<file path="src/rtl/fm_phase_demod.sv">
// FM phase discriminator with boxcar decimation and an output FIFO.
// The block takes the difference between consecutive CORDIC angles and sums
// 2^DECIM_LOG2 of them. Results are queued for the m00 stream. The input side
// never stalls, so results that arrive when the queue is full are dropped and
// counted.
module fm_phase_demod #(
   parameter int ANGLE_WIDTH            = 16,
   parameter int DECIM_LOG2             = 0,
   parameter int FIFO_DEPTH             = 8,
   parameter int C_M00_AXIS_TDATA_WIDTH = 32
) (
   input  logic                                  s00_axis_aclk,
   input  logic                                  s00_axis_aresetn,
   input  logic                                  s00_axis_tvalid,
   input  logic                                  s00_axis_tlast,
   input  logic [31:0]                           s00_axis_tdata,
   output logic                                  s00_axis_tready,
   input  logic                                  m00_axis_tready,
   output logic                                  m00_axis_tvalid,
   output logic                                  m00_axis_tlast,
   output logic [C_M00_AXIS_TDATA_WIDTH-1:0]     m00_axis_tdata,
   output logic [C_M00_AXIS_TDATA_WIDTH/8-1:0]   m00_axis_tstrb,
   output logic                                  overflow_sticky,
   output logic [15:0]                           overflow_count
);

   // Sum of D differences, each a signed ANGLE_WIDTH value, needs log2(D)
   // extra bits and can never overflow.
   localparam int SUM_W = ANGLE_WIDTH + DECIM_LOG2;
   localparam int PTR_W = (FIFO_DEPTH > 1) ? $clog2(FIFO_DEPTH) : 1;
   localparam int CNT_W = (DECIM_LOG2 > 0) ? DECIM_LOG2 : 1;
   localparam logic [CNT_W-1:0] CNT_LAST = CNT_W'((1 << DECIM_LOG2) - 1);

   typedef enum logic {
      PRIME = 1'b0,
      RUN   = 1'b1
   } state_t;

   // Counter increment that sticks at all ones.
   function automatic logic [15:0] sat_inc16(input logic [15:0] v);
      return (v == 16'hFFFF) ? v : v + 16'd1;
   endfunction

   // Sign extension of a stored sum onto the output bus.
   function automatic logic [C_M00_AXIS_TDATA_WIDTH-1:0] sext_out(input logic signed [SUM_W-1:0] v);
      return C_M00_AXIS_TDATA_WIDTH'(v);
   endfunction

   // ---------------------------------------------------------------------
   // Input acceptance and discriminator
   // ---------------------------------------------------------------------
   logic                           ready_q;
   logic                           accept;
   logic [ANGLE_WIDTH-1:0]         angle_p0;
   logic [ANGLE_WIDTH-1:0]         prev_angle_q;
   logic [ANGLE_WIDTH-1:0]         prev_angle_d;
   logic [ANGLE_WIDTH-1:0]         diff_raw_p0;
   logic signed [ANGLE_WIDTH-1:0]  diff_p0;
   logic signed [SUM_W-1:0]        sum_p0;
   logic signed [SUM_W-1:0]        acc_q;
   logic signed [SUM_W-1:0]        acc_d;
   logic [CNT_W-1:0]               cnt_q;
   logic [CNT_W-1:0]               cnt_d;
   state_t                         state_q;
   state_t                         state_d;

   logic                           push;
   logic signed [SUM_W-1:0]        push_data;
   logic                           push_last;

   assign angle_p0 = s00_axis_tdata[ANGLE_WIDTH-1:0];

   generate
      if (ANGLE_WIDTH < 32) begin : g_unused_bits
         logic unused_upper;
         assign unused_upper = ^s00_axis_tdata[31:ANGLE_WIDTH];
      end
   endgenerate

   // Ready is a registered "out of reset" flag; the input is never throttled.
   always_ff @(posedge s00_axis_aclk or negedge s00_axis_aresetn) begin
      if (!s00_axis_aresetn) ready_q <= 1'b0;
      else                   ready_q <= 1'b1;
   end

   assign s00_axis_tready = ready_q;
   assign accept          = s00_axis_tvalid & ready_q;

   // Modulo subtraction, then read as signed: phase wrap falls out for free.
   assign diff_raw_p0 = angle_p0 - prev_angle_q;
   assign diff_p0     = $signed(diff_raw_p0);
   assign sum_p0      = acc_q + SUM_W'(diff_p0);

   // Next state, decimation accumulator and result push decision.
   always_comb begin
      state_d      = state_q;
      prev_angle_d = prev_angle_q;
      acc_d        = acc_q;
      cnt_d        = cnt_q;
      push         = 1'b0;
      push_data    = sum_p0;
      push_last    = s00_axis_tlast;
      if (accept) begin
         prev_angle_d = angle_p0;
         case (state_q)
            PRIME: begin
               // First sample of a burst only sets the reference phase.
               if (!s00_axis_tlast) state_d = RUN;
            end
            RUN: begin
               if ((cnt_q == CNT_LAST) || s00_axis_tlast) begin
                  // Full block, or a burst end flushing a partial block.
                  push  = 1'b1;
                  acc_d = '0;
                  cnt_d = '0;
                  if (s00_axis_tlast) state_d = PRIME;
               end else begin
                  acc_d = sum_p0;
                  cnt_d = cnt_q + CNT_W'(1);
               end
            end
            default: state_d = PRIME;
         endcase
      end
   end

   // State, reference phase and accumulator registers.
   always_ff @(posedge s00_axis_aclk or negedge s00_axis_aresetn) begin
      if (!s00_axis_aresetn) begin
         state_q      <= PRIME;
         prev_angle_q <= '0;
         acc_q        <= '0;
         cnt_q        <= '0;
      end else begin
         state_q      <= state_d;
         prev_angle_q <= prev_angle_d;
         acc_q        <= acc_d;
         cnt_q        <= cnt_d;
      end
   end

   // ---------------------------------------------------------------------
   // Output FIFO
   // ---------------------------------------------------------------------
   logic [PTR_W:0]     wr_ptr_q;
   logic [PTR_W:0]     rd_ptr_q;
   logic [PTR_W-1:0]   wr_idx;
   logic [PTR_W-1:0]   rd_idx;
   logic               fifo_empty;
   logic               fifo_full;
   logic               pop;
   logic               wr_en;
   logic               drop;
   logic [SUM_W-1:0]   mem_data [FIFO_DEPTH];
   logic               mem_last [FIFO_DEPTH];

   assign wr_idx     = wr_ptr_q[PTR_W-1:0];
   assign rd_idx     = rd_ptr_q[PTR_W-1:0];
   assign fifo_empty = (wr_ptr_q == rd_ptr_q);
   assign fifo_full  = (wr_ptr_q[PTR_W] != rd_ptr_q[PTR_W]) &&
                       (wr_idx == rd_idx);
   // A pop frees a slot in the same cycle, so full+pop+push is not a drop.
   assign pop        = ~fifo_empty & m00_axis_tready;
   assign wr_en      = push & (~fifo_full | pop);
   assign drop       = push & fifo_full & ~pop;

   // Read and write pointers; the extra MSB separates full from empty.
   always_ff @(posedge s00_axis_aclk or negedge s00_axis_aresetn) begin
      if (!s00_axis_aresetn) begin
         wr_ptr_q <= '0;
         rd_ptr_q <= '0;
      end else begin
         if (wr_en) wr_ptr_q <= wr_ptr_q + (PTR_W+1)'(1);
         if (pop)   rd_ptr_q <= rd_ptr_q + (PTR_W+1)'(1);
      end
   end

   // Storage array; contents are meaningless while the FIFO is empty.
   always_ff @(posedge s00_axis_aclk) begin
      if (wr_en) begin
         mem_data[wr_idx] <= push_data;
         mem_last[wr_idx] <= push_last;
      end
   end

   // Drop accounting for results that found the FIFO full.
   always_ff @(posedge s00_axis_aclk or negedge s00_axis_aresetn) begin
      if (!s00_axis_aresetn) begin
         overflow_sticky <= 1'b0;
         overflow_count  <= '0;
      end else if (drop) begin
         overflow_sticky <= 1'b1;
         overflow_count  <= sat_inc16(overflow_count);
      end
   end

   // Head entry drives the stream; zeroed while empty so reset reads clean.
   assign m00_axis_tvalid = ~fifo_empty;
   assign m00_axis_tlast  = ~fifo_empty & mem_last[rd_idx];
   assign m00_axis_tdata  = fifo_empty ? '0 : sext_out($signed(mem_data[rd_idx]));
   assign m00_axis_tstrb  = '1;

endmodule

</file>
<file path="config.mk">
export PLATFORM = sky130hd
export DESIGN_NAME = fm_phase_demod
export DESIGN_NICKNAME = d
export VERILOG_FILES = /design/src/rtl/fm_phase_demod.sv
export SDC_FILE = /design/constraint.sdc
export NUM_CORES = 1
export LEC_CHECK = 0
export BUFFER_PORTS_ARGS = -buffer_cell sky130_fd_sc_hd__buf_2
export CAP_MARGIN = 20
export CORE_MARGIN = 5
export CORE_UTILIZATION = 60
export CTS_CLUSTER_DIAMETER = 100
export CTS_CLUSTER_SIZE = 30
export DETAILED_ROUTE_END_ITERATION = 7
export GPL_ROUTABILITY_DRIVEN = 0
export MAX_ROUTING_LAYER = met4
export PLACE_DENSITY = 0.81
export SLEW_MARGIN = 20
export SYNTH_ARGS = -nofsm -noshare
export SYNTH_HDL_FRONTEND = slang
export SYNTH_SLANG_ARGS = --single-unit
export TNS_END_PERCENT = 50
</file>
<file path="constraint.sdc">
create_clock -name s00_axis_aclk -period 6.4 [get_ports s00_axis_aclk]
set_input_delay 0 -clock s00_axis_aclk [delete_from_list [all_inputs] [get_ports s00_axis_aclk]]
set_output_delay 0 -clock s00_axis_aclk [all_outputs]
set_load 0.005 [all_outputs]
</file>
==> run_results.csv <==
group,metric,value,unit
run_status,status,"completed",
power,leakage,4.15,nW
timing,period_share,0.567,
clock_network,post_cts_buffers,0,
critical_path,crit_arrival,3760,ps
yosys,ys_top_cells_by_area,"edfxtp_1 (45%), dfrtp_1 (17%), mux4_2 (8.5%)",
yosys,synth_area_leader_cell,"edfxtp_1",
critical_path,crit_required,6530,ps
floorplan,start_util,0.615,
timing,finalHoldWorstSlack,290,ps
yosys,yosys_register_bits,196,
critical_path,cp_slowest_stage_delay,660,ps
timing,max_slew_margin,0.266,
floorplan,ios,93,
clock_network,cts.clk_slew.worst_paths,70,ps
yosys,synthArstFlopShare,0.306,
yosys,synth_area,0.00901,sq mm
global_routing,grt_max_degree,61,
route,wl_per_cell,19.1,microns
global_routing,grt_usage,0.210,
floorplan,die_area,0.0176,sq mm
finish,final_nets,775,
yosys,synth_edf_count,136,
finish,fillerInstances,971,
power,powerDensity,382,mW/mm^2
critical_path,cpMaxStageDelayCell,"a221oi_1",
critical_path,path_max_fanout,9,
clock_network,cts_tree,"built",
flow_run,maxCapViolations,0,
route,drtIter0Drc,426,
timing,finalSetupTns,0,ps
power,ir_drop,0.000255,V
clock_network,ctsHoldBuffers,19,
finish,design_area,0.0102,sq mm
timing,period_minus_slack,3630,ps
clock_network,cts_resized,0,
timing,worst_pin_slew,1100,ps
timing,setup_viol,0,
floorplan,core-area,0.0146,sq mm
floorplan,die_height,133,microns
yosys,seq_area_frac_synth,0.620,
place,port_buffers,72,
finish,drive_gt1_frac,0.229,
timing,hold_violations,0,
finish,diodes,0,
clock_network,numClockSinks,196,
critical_path,path_cells,"fa_1 -> inv_1 -> fa_1 -> a21o_1 -> a221oi_1 -> o21bai_1 -> a221oi_1 -> xnor2_1",
route,via_per_inst,5.75,
route,drtAntennaViolNets,0,
place,dpl_cell_area,0.00945,sq mm
finish,syn_to_final_growth,13.5,%
critical_path,reg2reg_depth,8,
critical_path,critical_path_class,"reg -> reg",
global_routing,grt_remaining_overflow,0,
global_routing,grt_pass1_wl,27700,microns
route,drc,0,
timing,finalClockSkew,6.79,ps
route,drt_wl_total,17200,microns
global_routing,grt_pass1_vias,5228,
timing,fmax,276,MHz
hold_path,hold_path.class,"in -> async",
place,hpwl,10800,microns
floorplan,die_width,133,microns
route,first_pass_iters,5,
clock_network,cts-root-buf,"clkbuf_16",
route,via_count,5184,
timing,rsz0062_at_grt,"false",
global_routing,antenna_found_initial,0,
clock_network,htreeDepth,4,
yosys,synth_warnings,0,
clock_network,insertion_delay,430,ps
yosys,synthCells,623,
critical_path,end_kind,"flip-flop",
timing,slew_viol_final,0,
clock_network,clockBufferDepth,2,
clock_network,cts-buffers-inserted,17,
floorplan,rows,44,
critical_path,crit_path_start_kind,"flip-flop",
yosys,ys_types,51,
yosys,synth.top_cell.area_share,0.453,
yosys,syn_area_per_cell,14.5,sq um
yosys,yosys_most_used_dff,"edfxtp_1",
[synthesized netlist by cell type (6+ instances only)]
cell type    n
a21oi_1     12
a22o_1      15
and3_1       6
buf_4       22
clkbuf_1    12
dfrtp_1     60
edfxtp_1   136
fa_1        15
ha_1        19
inv_1       65
mux2i_1     17
mux4_2      34
nand2_1     29
nand3_1     14
nor2_1      42
o21ai_0     25
xnor2_1     21
xor2_1      17
[kinds of logic (layout without fill, tap and decap cells)]
family | Yosys count | after routing | synth area share
muxes | 56 | 56 | 0.110
buffers and inverters | 104 | 194 | 0.0533
other | 1 | 5 | 0.000416
AOI/OAI and AO/OA | 74 | 74 | 0.0544
and+or+nand+nor | 119 | 119 | 0.0633
xor gates and xnor gates | 39 | 39 | 0.0387
adders and majority gates | 34 | 34 | 0.0597
DFF | 196 | 196 | 0.620
[cells in the final DEF (no fill, tap or decap), drive strengths merged, types with 4 or more instances in the layout]
cell type / n
a21o: 4
a21oi: 12
a22o: 15
and3: 6
buf: 78
clkbuf: 17
conb: 5
dfrtp: 60
dlygate4sd3: 19
edfxtp: 136
fa: 15
ha: 19
inv: 75
mux2: 5
mux2i: 17
mux4: 34
nand2: 29
nand2b: 5
nand3: 14
nand4: 5
nor2: 42
nor3: 5
o21ai: 25
xnor2: 21
xor2: 18
[sequential cells by signal, summed over array words and instances (netlist names)]
register	cells
acc_q	16
cnt_q	1
mem_data	128
mem_last	8
overflow_count	16
overflow_sticky	1
prev_angle_q	16
rd_ptr_q	4
s00_axis_tready	1
state_q	1
wr_ptr_q	4
[layer usage]
layer / global-route usage / wire (microns)
met2: 0.337 / 8610
met3: 0.0429 / 1080
met4: 0.0762 / 404
met5: - / 0
met1: 0.269 / 7140
[path summary, 6_finish.rpt]
check / startpoint / to / slack (ps)
worst min-delay path: s00_axis_aresetn / overflow_count[13] / 290
max in group asynchronous: s00_axis_aresetn / rd_ptr_q[0] / 5570
worst max-delay path: prev_angle_q[1] / mem_data[4][14] / 2770
worst max register to register: prev_angle_q[1] / mem_data[4][14] / 2770
worst min register to register: overflow_sticky / overflow_sticky / 470
min in group s00_axis_aclk: s00_axis_tdata[15] / prev_angle_q[15] / 360
[area by class of cell]
class | count | area, sq um | area share
inverter | 65 | 244 | 0.0239
tap | 184 | 230 | 0.0225
multi-input combinational | 327 | 3000 | 0.293
timing repair buffer | 97 | 603 | 0.0590
clock inverter | 15 | 136 | 0.0133
sequential | 196 | 5590 | 0.546
clock buffer | 17 | 425 | 0.0416
[report_power, final]
part / internal [mW] / switching, mW / total [mW]
Clock: 0.517 / 0.497 / 1.01
Combinational: 0.562 / 0.717 / 1.28
Sequential: 1.55 / 0.0559 / 1.61
Total: 2.63 / 1.27 / 3.90
[metrics by stage]
step,util,instances,power (mW),setup slack [ps]
after global routing,0.698,901,4.13,2580
after CTS,0.697,900,3.93,2790
after detailed placement,0.646,849,2.91,2830
after floorplan,-,627,2.61,3340
after global placement,0.646,849,2.86,2950
final,0.698,901,3.90,2770
[worst max-delay path: cells and delay by family (launching register included)]
family,cells,cell delay (ps)
adders and majority gates,2,970
xor gates and xnor gates,1,380
buffers and inverters,1,70
DFF,1,400
AOI/OAI and AO/OA,4,1500
(Power assumes the default switching activity.)
